**src/rtl/sprite_pkg.sv**
```systemverilog
// +--------------------------------------------------------------------------+
// | sprite_pkg: shared types and priority helper for sprite_multi_addr_gen     |
// | Rev 1.0 | optional feature macro: SPRITE_MIRROR_EN                         |
// +--------------------------------------------------------------------------+
`default_nettype none

package sprite_pkg;

  localparam int COORD_W_DEFAULT = 10;
  localparam int COORD_MAX_W     = 16;
  localparam int MAX_SPR         = 16;
  localparam int MAX_ID_W        = 4;

  // Positions are held at the widest supported coordinate width, zero-extended.
  typedef struct packed {
    logic [COORD_MAX_W-1:0] posx;
    logic [COORD_MAX_W-1:0] posy;
    logic                   vis;
`ifdef SPRITE_MIRROR_EN
    logic                   flip;
`endif
  } spr_pos_t;

  function automatic logic [MAX_ID_W-1:0] prio_lowest(input logic [MAX_SPR-1:0] hits);
    logic [MAX_ID_W-1:0] idx;
    idx = '0;
    for (int i = MAX_SPR - 1; i >= 0; i--) begin
      if (hits[i]) begin
        idx = MAX_ID_W'(i);
      end
    end
    return idx;
  endfunction

endpackage

`default_nettype wire

```
**src/rtl/sprite_multi_addr_gen_if.sv**
```systemverilog
// +--------------------------------------------------------------------------+
// | sprite_multi_addr_gen_if: register-write, pixel and result bus            |
// | Rev 1.0 | optional feature macro: SPRITE_MIRROR_EN                         |
// +--------------------------------------------------------------------------+
`default_nettype none

interface sprite_multi_addr_gen_if #(
  parameter int COORD_W    = 10,
  parameter int SPR_W_LOG2 = 6,
  parameter int SPR_H_LOG2 = 6,
  parameter int NUM_SPR    = 4
);

  localparam int ID_W   = (NUM_SPR > 1) ? $clog2(NUM_SPR) : 1;
  localparam int ADDR_W = SPR_H_LOG2 + SPR_W_LOG2;

  logic               frame_start;
  logic               wr_en;
  logic [ID_W-1:0]    wr_idx;
  logic [COORD_W-1:0] wr_posx;
  logic [COORD_W-1:0] wr_posy;
  logic               wr_vis;
`ifdef SPRITE_MIRROR_EN
  logic               wr_flip;
`endif
  logic               pix_valid;
  logic [COORD_W-1:0] pixelx;
  logic [COORD_W-1:0] pixely;
  logic               out_valid;
  logic               out_hit;
  logic [ID_W-1:0]    out_id;
  logic [ADDR_W-1:0]  out_address;

  modport master (
`ifdef SPRITE_MIRROR_EN
    output wr_flip,
`endif
    output frame_start, wr_en, wr_idx, wr_posx, wr_posy, wr_vis,
    output pix_valid, pixelx, pixely,
    input  out_valid, out_hit, out_id, out_address
  );

  modport slave (
`ifdef SPRITE_MIRROR_EN
    input  wr_flip,
`endif
    input  frame_start, wr_en, wr_idx, wr_posx, wr_posy, wr_vis,
    input  pix_valid, pixelx, pixely,
    output out_valid, out_hit, out_id, out_address
  );

endinterface

`default_nettype wire

```
**src/rtl/sprite_hit_cell.sv**
```systemverilog
// +--------------------------------------------------------------------------+
// | sprite_hit_cell: per-channel stage-1 bounds test and in-sprite offset     |
// | Rev 1.0 | optional feature macro: SPRITE_MIRROR_EN                         |
// +--------------------------------------------------------------------------+
`default_nettype none

module sprite_hit_cell
  import sprite_pkg::*;
#(
  parameter int COORD_W    = 10,
  parameter int SPR_W_LOG2 = 6,
  parameter int SPR_H_LOG2 = 6
) (
  input  logic                  clk,
  input  logic                  rst_n,
  input  spr_pos_t              pos,
  input  logic [COORD_W-1:0]    pixelx,
  input  logic [COORD_W-1:0]    pixely,
  output logic                  hit,
  output logic [SPR_W_LOG2-1:0] col,
  output logic [SPR_H_LOG2-1:0] row
);

  localparam int DW = COORD_MAX_W + 1;
  localparam logic [DW-2:0] c_spr_w = (DW-1)'(1 << SPR_W_LOG2);
  localparam logic [DW-2:0] c_spr_h = (DW-1)'(1 << SPR_H_LOG2);

  logic [DW-1:0]         dx;
  logic [DW-1:0]         dy;
  logic                  hit_d, hit_q;
  logic [SPR_W_LOG2-1:0] col_d, col_q;
  logic [SPR_H_LOG2-1:0] row_d, row_q;

  // Both operands are below 2**COORD_W, so the wider subtraction yields the
  // same sign bit and magnitude as a COORD_W+1 bit one.
  always_comb begin
    dx    = {1'b0, COORD_MAX_W'(pixelx)} - {1'b0, pos.posx};
    dy    = {1'b0, COORD_MAX_W'(pixely)} - {1'b0, pos.posy};
    hit_d = pos.vis
          & ~dx[DW-1] & (dx[DW-2:0] < c_spr_w)
          & ~dy[DW-1] & (dy[DW-2:0] < c_spr_h);
    col_d = dx[SPR_W_LOG2-1:0];
    row_d = dy[SPR_H_LOG2-1:0];
`ifdef SPRITE_MIRROR_EN
    if (pos.flip) begin
      col_d = ~dx[SPR_W_LOG2-1:0];
    end
`endif
  end

  always_ff @(posedge clk) begin
    if (!rst_n) begin
      hit_q <= 1'b0;
      col_q <= '0;
      row_q <= '0;
    end else begin
      hit_q <= hit_d;
      col_q <= col_d;
      row_q <= row_d;
    end
  end

  assign hit = hit_q;
  assign col = col_q;
  assign row = row_q;

endmodule

`default_nettype wire

```
**src/rtl/sprite_multi_addr_gen.sv**
```systemverilog
// +--------------------------------------------------------------------------+
// | sprite_multi_addr_gen: multi-sprite, double-buffered, 2-stage ROM address |
// | Rev 1.0 | optional feature macro: SPRITE_MIRROR_EN                         |
// +--------------------------------------------------------------------------+
`default_nettype none

module sprite_multi_addr_gen
  import sprite_pkg::*;
#(
  parameter int COORD_W    = COORD_W_DEFAULT,
  parameter int SPR_W_LOG2 = 6,
  parameter int SPR_H_LOG2 = 6,
  parameter int NUM_SPR    = 4
) (
  input  logic                   clk,
  input  logic                   rst_n,
  sprite_multi_addr_gen_if.slave bus
);

  localparam int ID_W   = (NUM_SPR > 1) ? $clog2(NUM_SPR) : 1;
  localparam int ADDR_W = SPR_H_LOG2 + SPR_W_LOG2;

  spr_pos_t shadow_q [NUM_SPR];
  spr_pos_t shadow_d [NUM_SPR];
  spr_pos_t active_q [NUM_SPR];
  spr_pos_t active_d [NUM_SPR];
  spr_pos_t wr_pos;

  logic                  valid1_q, valid1_d;
  logic [NUM_SPR-1:0]    hit_vec;
  logic [SPR_W_LOG2-1:0] col_arr [NUM_SPR];
  logic [SPR_H_LOG2-1:0] row_arr [NUM_SPR];

  logic [ID_W-1:0]   win;
  logic              out_valid_q, out_valid_d;
  logic              out_hit_q, out_hit_d;
  logic [ID_W-1:0]   out_id_q, out_id_d;
  logic [ADDR_W-1:0] out_address_q, out_address_d;

  // Active takes the shadow as it stands after this cycle's write, so a
  // write coinciding with frame_start lands in active immediately.
  always_comb begin
    wr_pos      = '0;
    wr_pos.posx = COORD_MAX_W'(bus.wr_posx);
    wr_pos.posy = COORD_MAX_W'(bus.wr_posy);
    wr_pos.vis  = bus.wr_vis;
`ifdef SPRITE_MIRROR_EN
    wr_pos.flip = bus.wr_flip;
`endif
    for (int i = 0; i < NUM_SPR; i++) begin
      shadow_d[i] = shadow_q[i];
      if (bus.wr_en && (int'(bus.wr_idx) == i)) begin
        shadow_d[i] = wr_pos;
      end
      active_d[i] = bus.frame_start ? shadow_d[i] : active_q[i];
    end
  end

  always_ff @(posedge clk) begin
    if (!rst_n) begin
      for (int i = 0; i < NUM_SPR; i++) begin
        shadow_q[i] <= '0;
        active_q[i] <= '0;
      end
    end else begin
      for (int i = 0; i < NUM_SPR; i++) begin
        shadow_q[i] <= shadow_d[i];
        active_q[i] <= active_d[i];
      end
    end
  end

  assign valid1_d = bus.pix_valid;

  always_ff @(posedge clk) begin
    if (!rst_n) begin
      valid1_q <= 1'b0;
    end else begin
      valid1_q <= valid1_d;
    end
  end

  for (genvar g = 0; g < NUM_SPR; g++) begin : g_cell
    sprite_hit_cell #(
      .COORD_W    (COORD_W),
      .SPR_W_LOG2 (SPR_W_LOG2),
      .SPR_H_LOG2 (SPR_H_LOG2)
    ) u_cell (
      .clk    (clk),
      .rst_n  (rst_n),
      .pos    (active_q[g]),
      .pixelx (bus.pixelx),
      .pixely (bus.pixely),
      .hit    (hit_vec[g]),
      .col    (col_arr[g]),
      .row    (row_arr[g])
    );
  end

  always_comb begin
    win           = ID_W'(prio_lowest(MAX_SPR'(hit_vec)));
    out_valid_d   = valid1_q;
    out_hit_d     = valid1_q & (|hit_vec);
    out_id_d      = '0;
    out_address_d = '0;
    if (out_hit_d) begin
      out_id_d      = win;
      out_address_d = {row_arr[win], col_arr[win]};
    end
  end

  always_ff @(posedge clk) begin
    if (!rst_n) begin
      out_valid_q   <= 1'b0;
      out_hit_q     <= 1'b0;
      out_id_q      <= '0;
      out_address_q <= '0;
    end else begin
      out_valid_q   <= out_valid_d;
      out_hit_q     <= out_hit_d;
      out_id_q      <= out_id_d;
      out_address_q <= out_address_d;
    end
  end

  assign bus.out_valid   = out_valid_q;
  assign bus.out_hit     = out_hit_q;
  assign bus.out_id      = out_id_q;
  assign bus.out_address = out_address_q;

endmodule

`default_nettype wire

```
**src/flat_wrapper.sv**
```systemverilog
// flat-port wrapper written by rule: the top's interface ports become plain ports
module sprite_multi_addr_gen_flat import sprite_pkg::*;
#(
  parameter int COORD_W    = COORD_W_DEFAULT,
  parameter int SPR_W_LOG2 = 6,
  parameter int SPR_H_LOG2 = 6,
  parameter int NUM_SPR    = 4
)
  (clk, rst_n, bus_frame_start, bus_wr_en, bus_wr_idx, bus_wr_posx, bus_wr_posy, bus_wr_vis, bus_pix_valid, bus_pixelx, bus_pixely, bus_out_valid, bus_out_hit, bus_out_id, bus_out_address);
  sprite_multi_addr_gen_if #(.COORD_W(COORD_W), .SPR_W_LOG2(SPR_W_LOG2), .SPR_H_LOG2(SPR_H_LOG2), .NUM_SPR(NUM_SPR)) bus_i ();
  input  logic clk;
  input  logic rst_n;
  input wire logic [$bits(bus_i.frame_start)-1:0] bus_frame_start;
  input wire logic [$bits(bus_i.wr_en)-1:0] bus_wr_en;
  input wire logic [$bits(bus_i.wr_idx)-1:0] bus_wr_idx;
  input wire logic [$bits(bus_i.wr_posx)-1:0] bus_wr_posx;
  input wire logic [$bits(bus_i.wr_posy)-1:0] bus_wr_posy;
  input wire logic [$bits(bus_i.wr_vis)-1:0] bus_wr_vis;
  input wire logic [$bits(bus_i.pix_valid)-1:0] bus_pix_valid;
  input wire logic [$bits(bus_i.pixelx)-1:0] bus_pixelx;
  input wire logic [$bits(bus_i.pixely)-1:0] bus_pixely;
  output wire logic [$bits(bus_i.out_valid)-1:0] bus_out_valid;
  output wire logic [$bits(bus_i.out_hit)-1:0] bus_out_hit;
  output wire logic [$bits(bus_i.out_id)-1:0] bus_out_id;
  output wire logic [$bits(bus_i.out_address)-1:0] bus_out_address;
  assign bus_i.frame_start = bus_frame_start;
  assign bus_i.wr_en = bus_wr_en;
  assign bus_i.wr_idx = bus_wr_idx;
  assign bus_i.wr_posx = bus_wr_posx;
  assign bus_i.wr_posy = bus_wr_posy;
  assign bus_i.wr_vis = bus_wr_vis;
  assign bus_i.pix_valid = bus_pix_valid;
  assign bus_i.pixelx = bus_pixelx;
  assign bus_i.pixely = bus_pixely;
  assign bus_out_valid = bus_i.out_valid;
  assign bus_out_hit = bus_i.out_hit;
  assign bus_out_id = bus_i.out_id;
  assign bus_out_address = bus_i.out_address;
  sprite_multi_addr_gen #(.COORD_W(COORD_W), .SPR_W_LOG2(SPR_W_LOG2), .SPR_H_LOG2(SPR_H_LOG2), .NUM_SPR(NUM_SPR)) u_core (.clk(clk), .rst_n(rst_n), .bus(bus_i));
endmodule
```
**config.mk**
```make
export PLATFORM = sky130hd
export DESIGN_NAME = sprite_multi_addr_gen_flat
export DESIGN_NICKNAME = d
export VERILOG_FILES = /design/src/rtl/sprite_pkg.sv /design/src/rtl/sprite_multi_addr_gen_if.sv /design/src/rtl/sprite_hit_cell.sv /design/src/rtl/sprite_multi_addr_gen.sv /design/src/flat_wrapper.sv
export SDC_FILE = /design/constraint.sdc
export NUM_CORES = 1
export LEC_CHECK = 0
export BUFFER_PORTS_ARGS = -buffer_cell sky130_fd_sc_hd__buf_2
export CAP_MARGIN = 20
export CORE_MARGIN = 10
export CORE_UTILIZATION = 50
export DETAILED_ROUTE_END_ITERATION = 10
export PLACE_DENSITY_LB_ADDON = 0.25
export SLEW_MARGIN = 20
export SYNTH_ARGS = -nofsm -noshare
export SYNTH_HDL_FRONTEND = slang
export SYNTH_SLANG_ARGS = --single-unit
```
**constraint.sdc**
```tcl
create_clock -name clk -period 6.05 [get_ports clk]
set_input_delay 1.21 -clock clk [delete_from_list [all_inputs] [get_ports clk]]
set_output_delay 1.21 -clock clk [all_outputs]
set_load 0.01 [all_outputs]
```
==> results of run 1 <==
report_power, final:
part	switching [mW]	total, mW	internal (mW)
registers	0.0322	2.32	2.28
logic	0.378	0.634	0.256
clock network	0.875	2.15	1.28
total	1.29	5.10	3.82
sequential cells by signal, summed over array words and instances (netlist names):
signal                    cells
u_core.bus.out_hit            1
u_core.g_cell.u_cell.col     24
u_core.bus.out_address       12
u_core.bus.out_id             2
u_core.shadow_q             132
u_core.bus.out_valid          1
u_core.active_q             132
u_core.g_cell.u_cell.row     24
u_core.g_cell.u_cell.hit      4
u_core.out_valid_d            1
worst max-delay path by stage:
stage,depth (start not counted),to,slack (ns)
finish,12,u_core.g_cell[1].u_cell.hit,2.59
global route,12,u_core.g_cell[0].u_cell.hit,2.38
CTS,12,u_core.g_cell[0].u_cell.hit,2.63
detailed placement,12,u_core.g_cell[0].u_cell.hit,2.12
global placement,12,u_core.g_cell[1].u_cell.hit,2.18
floorplan,11,u_core.g_cell[2].u_cell.hit,2.57
worst max-delay path: stages:
cell and delay, ns:
buf_2 0.10, inv_1 0.13, ha_1 0.19, inv_2 0.04, fa_1 0.41, a211oi_1 0.50, nor2_1 0.13, o21ai_0 0.18
a21oi_1 0.08, a2111oi_0 0.38, o2111ai_1 0.18, a2111oi_0 0.32
layer usage:
metal / part of all wire, % / wire [µm]
met4: 1.6 / 564
met1: 48 / 16500
met3: 5.9 / 2010
met5: 0.079 / 27
met2: 44 / 15100
cells by family after synthesis:
family          Yosys count  synth area share [%]
compound gates          297                  13.5
xor+xnor                 32                  1.93
fa+ha+maj                88                  7.98
buf+inv                 194                  5.05
flops                   333                  45.8
mux                     105                  8.28
simple gates            524                  17.5
area by class of cell:
cell class                      count  area share, %
Clock inverter                     11          0.753
Tap cell                          384           2.95
Inverter                          107           2.50
Multi-Input combinational cell   1046           44.1
Timing Repair Buffer               73           2.43
Clock buffer                       49           6.33
Antenna cell                        4         0.0614
Sequential cell                   333           40.9
stage by stage:
step / hold slack (ns) / worst slack [ns]
3_3_place_gp: 0.447 / 2.18
3_5_place_dp: 0.450 / 2.12
6_report: 0.455 / 2.59
5_1_grt: 0.473 / 2.38
4_1_cts: 0.459 / 2.63
2_1_floorplan: 0.416 / 2.57
placed cells by master, fill, tap and decap left out, types with 53 or more instances in the layout:
cell	synthesis	final
a211oi_1	93	93
buf_2	6	62
a21oi_1	82	82
mux2i_1	90	90
nand2b_1	58	58
dfxtp_1	333	333
inv_1	100	100
nor2_1	243	243
nand3_1	54	53
ha_1	80	80
==> metrics.cfg, run 1 <==
[run_status]
status=finished, final reports clean

[worst_hold_path]
hp-class=register to register
hp-start=u_core.out_valid_d
worstHoldEndpoint=u_core.bus.out_id[1]
min_path_cells=2

[timing]
worstMarginPinSlew_ns=0.909
setup_violations=0
post-route-period-util_pct=57.2
fin_skew_ns=0.0244
period_needed_ns=3.46
fmax_mhz=289
final.setup.tns_ns=0
finalMaxSlewViolations=0
finalHoldViolations=0
rsz0062_at_grt=false
slew_headroom_pct=39.4

[drt]
num_vias=10900
routedWlPerCell_um=17.0
antenna_left=0
drt-initial-drc-count=901
vias_per_cell=5.43
drt-total-wl_um=34200
drc_errors=0
dr.pass1.iters=5

[die]
die_h_um=191
core_area_um2=28700
start_util_pct=50.7
dieArea_um2=36300
io_pins=64
die_w_um=191
rows=62

[worst_setup_path]
reg2reg_depth=10
end_kind=register
reg2reg_setup_slack_ns=3.14
critPathKind=input pin to register
cp_data_arrival_time_ns=3.87
cp-start-kind=input pin
cp_max_fo=4
cp-startpoint=bus_pixely[0]
cp.required_ns=6.46
r2r_end=u_core.g_cell[1].u_cell.hit
r2r-start=u_core.active_q[1][1]

[finish]
seq_area_um2=6670
layout.nets=1733
drive_above_1_share_pct=9.64
nFillCells=2566
syn_to_final_growth_pct=11.9
finish.utilization_pct=56.8
fin_cells=2007
final_area_um2=16300
multi_input_area_um2=7180

[power_and_ir_drop]
ir_worst_vdd_v=0.000223
leakagePower_nw=6.88
total_power_mw=5.10
power_density_nw_per_um2=313

[global_routing]
track_usage_pct=18.8
grt-ovfl-total=0
antenna_found_initial=7
gr-usage-met2_pct=29.2
grt_busiest_layer=met2
grt_use_met3_pct=3.93
grt_first_pass_wirelength_um=55300
grt_pass1_vias=10500
grt_start_max_net_pins=134
grt_use_met1_pct=26.1

[logic_synthesis]
yosysTopAreaCellShare_pct=45.8
synth_commonest_cells=dfxtp_1, nor2_1, inv_1
yosys_warnings=0
ys_seq_area_share_pct=45.8
ys.flop_type=dfxtp_1
ys_types=66
yosys.area.top_type=dfxtp_1
synth_edf_count=0
synthesis.area_um2=14600
avgSynthCellArea_um2=9.25
netlist_instances=1573
synth_seq_cells=333
synthArstFlopShare_pct=0
yosys-top-cells-area=dfxtp_1, ha_1, nor2_1, mux2i_1, a211oi_1
yosys.cell_count.top_type=dfxtp_1
syn-num-nets=1709

[clock_network]
cts_tree=yes
cts_buffers=36
cts_setup_buffers=0
clkSinkCount=333
clk_pin_slew_ns=0.07
clockBufferDepth=3
cts_resized=0
cts-root-buf=clkbuf_16
ctsHoldBuffers=0
worstSkewPairLatency_ns=0.53
ctsHtreeMaxLevel=2

[placed_design]
hpwlAfterDp_um=23200
placedCellCount=1943
routabilityCongestion=0.876
dpl_cell_area_um2=15100
portBuffers=63

[job]
max_cap_viol_count=0

Power figures use the tool's default switching activity.
==> inputs of run 2 (changes only) <==
==> constraint.sdc (replaced) <==
create_clock -name clk -period 2.91 [get_ports clk]
set_input_delay 0.582 -clock clk [delete_from_list [all_inputs] [get_ports clk]]
set_output_delay 0.582 -clock clk [all_outputs]
set_load 0.01 [all_outputs]
==> run 2 against run 1 <==
Count of clock-buffer cells in the layout increased by 2; design area up 2.5%; flip-flop and latch count is the same; critical path depth is 1 lower; worst setup slack got worse by 2.4 ns; wire length up 1.5%; first-iteration DRC count down 11%; sequential share of layout area fell by 1.0 points; final cell count is 1.9% higher; highest routed layer unchanged.
==> metrics.cfg, run 2 (synthesized netlist as in run 1, its figures left out) <==
[timing]
finalHoldViolations=0
post-route-period-util_pct=92.5
period_needed_ns=2.69
setup_slack_ns=0.218
finalMaxSlewViolations=0
fin_skew_ns=0.0110
rsz0062_at_grt=false
fmax_mhz=372
setup_violations=0
slew_headroom_pct=33.6
worstMarginPinSlew_ns=0.996
final.setup.tns_ns=0

[clock_network]
clk_pin_slew_ns=0.06
ctsHoldBuffers=0
worstSkewPairLatency_ns=0.51
clockBufferDepth=3
cts_tree=yes
cts-root-buf=clkbuf_16
clkSinkCount=333
ctsHtreeMaxLevel=2
cts_buffers=36

[worst_setup_path]
cpPeakStageDelay_ns=0.38
cp_slowest_cell=fa_1
reg2reg_setup_slack_ns=0.22
cp.required_ns=3.31
critPathKind=register to register
cp_max_fo=2
r2r_end=u_core.g_cell[0].u_cell.hit
cp_data_arrival_time_ns=3.10
reg2reg_depth=11
worstPathCellList=ha_1 > inv_1 > fa_1 > a21oi_1 > o211ai_1 > o41ai_1 > buf_4 > xor2_1 > o21ai_0 > nand4b_1 > a2111oi_2
cp-startpoint=u_core.active_q[0][1]
cp-start-kind=register
critical-path-top-delay-family=compound AO/OA/AOI/OAI gates
critPathBufInv=2
r2r-start=u_core.active_q[0][1]
end_kind=register

[worst_hold_path]
hp-start=bus_pix_valid
worstHoldEndpoint=u_core.out_valid_d
min_path_cells=2
hp-class=input pin to register

[die]
die_w_um=191
dieArea_um2=36300
core_area_um2=28700
rows=62
start_util_pct=50.7
die_h_um=191
io_pins=64

[global_routing]
antenna_found_initial=7
track_usage_pct=19.0
grt-ovfl-total=0
grt_first_pass_wirelength_um=56100
grt_pass1_vias=10700
grt_start_max_net_pins=149

[run_status]
status=finished, final reports clean

[finish]
final_cell_mix=dfxtp_1, nor2_1, inv_1, a211oi_1, mux2i_1
largestRegisters=u_core.active_q x132, u_core.shadow_q x132
layout_commonest_cell=dfxtp_1
final_area_um2=16700
drive_above_1_share_pct=12.1
syn_to_final_growth_pct=14.7
layout.nets=1770

[placed_design]
dpl_cell_area_um2=15500
portBuffers=63
routabilityCongestion=0.888
dpl_worst_slack_ns=-0.354
hpwlAfterDp_um=23900

[power_and_ir_drop]
seq_power_share_pct=44.9
p_clk_share_pct=42.1
ir_worst_vdd_v=0.000597
leakagePower_nw=7.14
p_int_mw=8.06
power_frac_comb_pct=13.0
p_sw_mw=2.68
sw_frac_of_total_pct=24.9
power_density_nw_per_um2=642

[drt]
drc_errors=0
vias_per_cell=5.40
routedWlPerCell_um=17.0
num_vias=11000
drt-initial-drc-count=805
antenna_left=0
dr.pass1.iters=7
drt-total-wl_um=34700

[job]
max_cap_viol_count=0

run 2: cell count changes in the layout (fill, tap and decap cells not counted), moves of 2 or more:
cell        previous run  this run
a2111oi_0              4         1
a2111oi_2              1         3
buf_12                 0         7
buf_4                 10        40
clkbuf_8               6         8
clkinv_2               3         9
clkinvlp_4             4         0
diode_2                4         2
run 2: worst max-delay path by stage:
stage / end / slack (ns) / cells past startpoint
2_1_floorplan: u_core.g_cell[2].u_cell.hit / 0.06 / 11
3_3_place_gp: u_core.g_cell[0].u_cell.hit / -0.26 / 13
3_5_place_dp: u_core.g_cell[0].u_cell.hit / -0.35 / 13
4_1_cts: u_core.g_cell[0].u_cell.hit / 0.07 / 11
5_1_grt: u_core.g_cell[0].u_cell.hit / 0.006 / 11
6_report: u_core.g_cell[0].u_cell.hit / 0.22 / 11
run 2: layout make-up:
type                            count  area [µm²]
Multi-Input combinational cell   1046        7200
Inverter                          107         407
Clock inverter                     13         123
Timing Repair Buffer              110         762
Antenna cell                        2        5.00
Sequential cell                   333        6670
Clock buffer                       51        1060
Fill cell                        2499       12000
Tap cell                          384         480
run 2: through the flow:
stage / util, % / std cells / total power, mW / hold slack, ns
CTS: 58.0 / 2042 / 10.8 / 0.278
floorplan: - / 1573 / 5.87 / 0.416
finish: 58.2 / 2046 / 10.7 / 0.288
global placement: 53.9 / 1978 / 6.25 / 0.450
global route: 58.2 / 2044 / 11.2 / 0.296
detailed placement: 53.9 / 1978 / 6.29 / 0.454
run 2: power by group through the flow:
stage / registers [mW] / clock network [mW] / logic (mW)
final: 4.82 / 4.52 / 1.40
after global routing: 4.83 / 4.79 / 1.56
after CTS: 4.82 / 4.60 / 1.38
after detailed placement: 4.92 / 0 / 1.37
after global placement: 4.91 / 0 / 1.35
after floorplan: 4.89 / 0 / 0.976
run 2: what timing repair did:
item | in CTS | in global routing
buffers inserted | 0 | 2
setup endpoints to repair | 0 | 3
endpoints found under the hold margin | 0 | 0
resized for setup | 0 | 7
run 2: routing by layer:
layer | part of all wire [%] | track usage (%) | vias to the layer above
met3 | 5.4 | 3.97 | 52
met1 | 48 | 25.7 | 5181
met4 | 2.2 | 5.06 | 4
met5 | 0.078 | 0 | -
met2 | 44 | 30.0 | 206
li1 | - | - | 5600
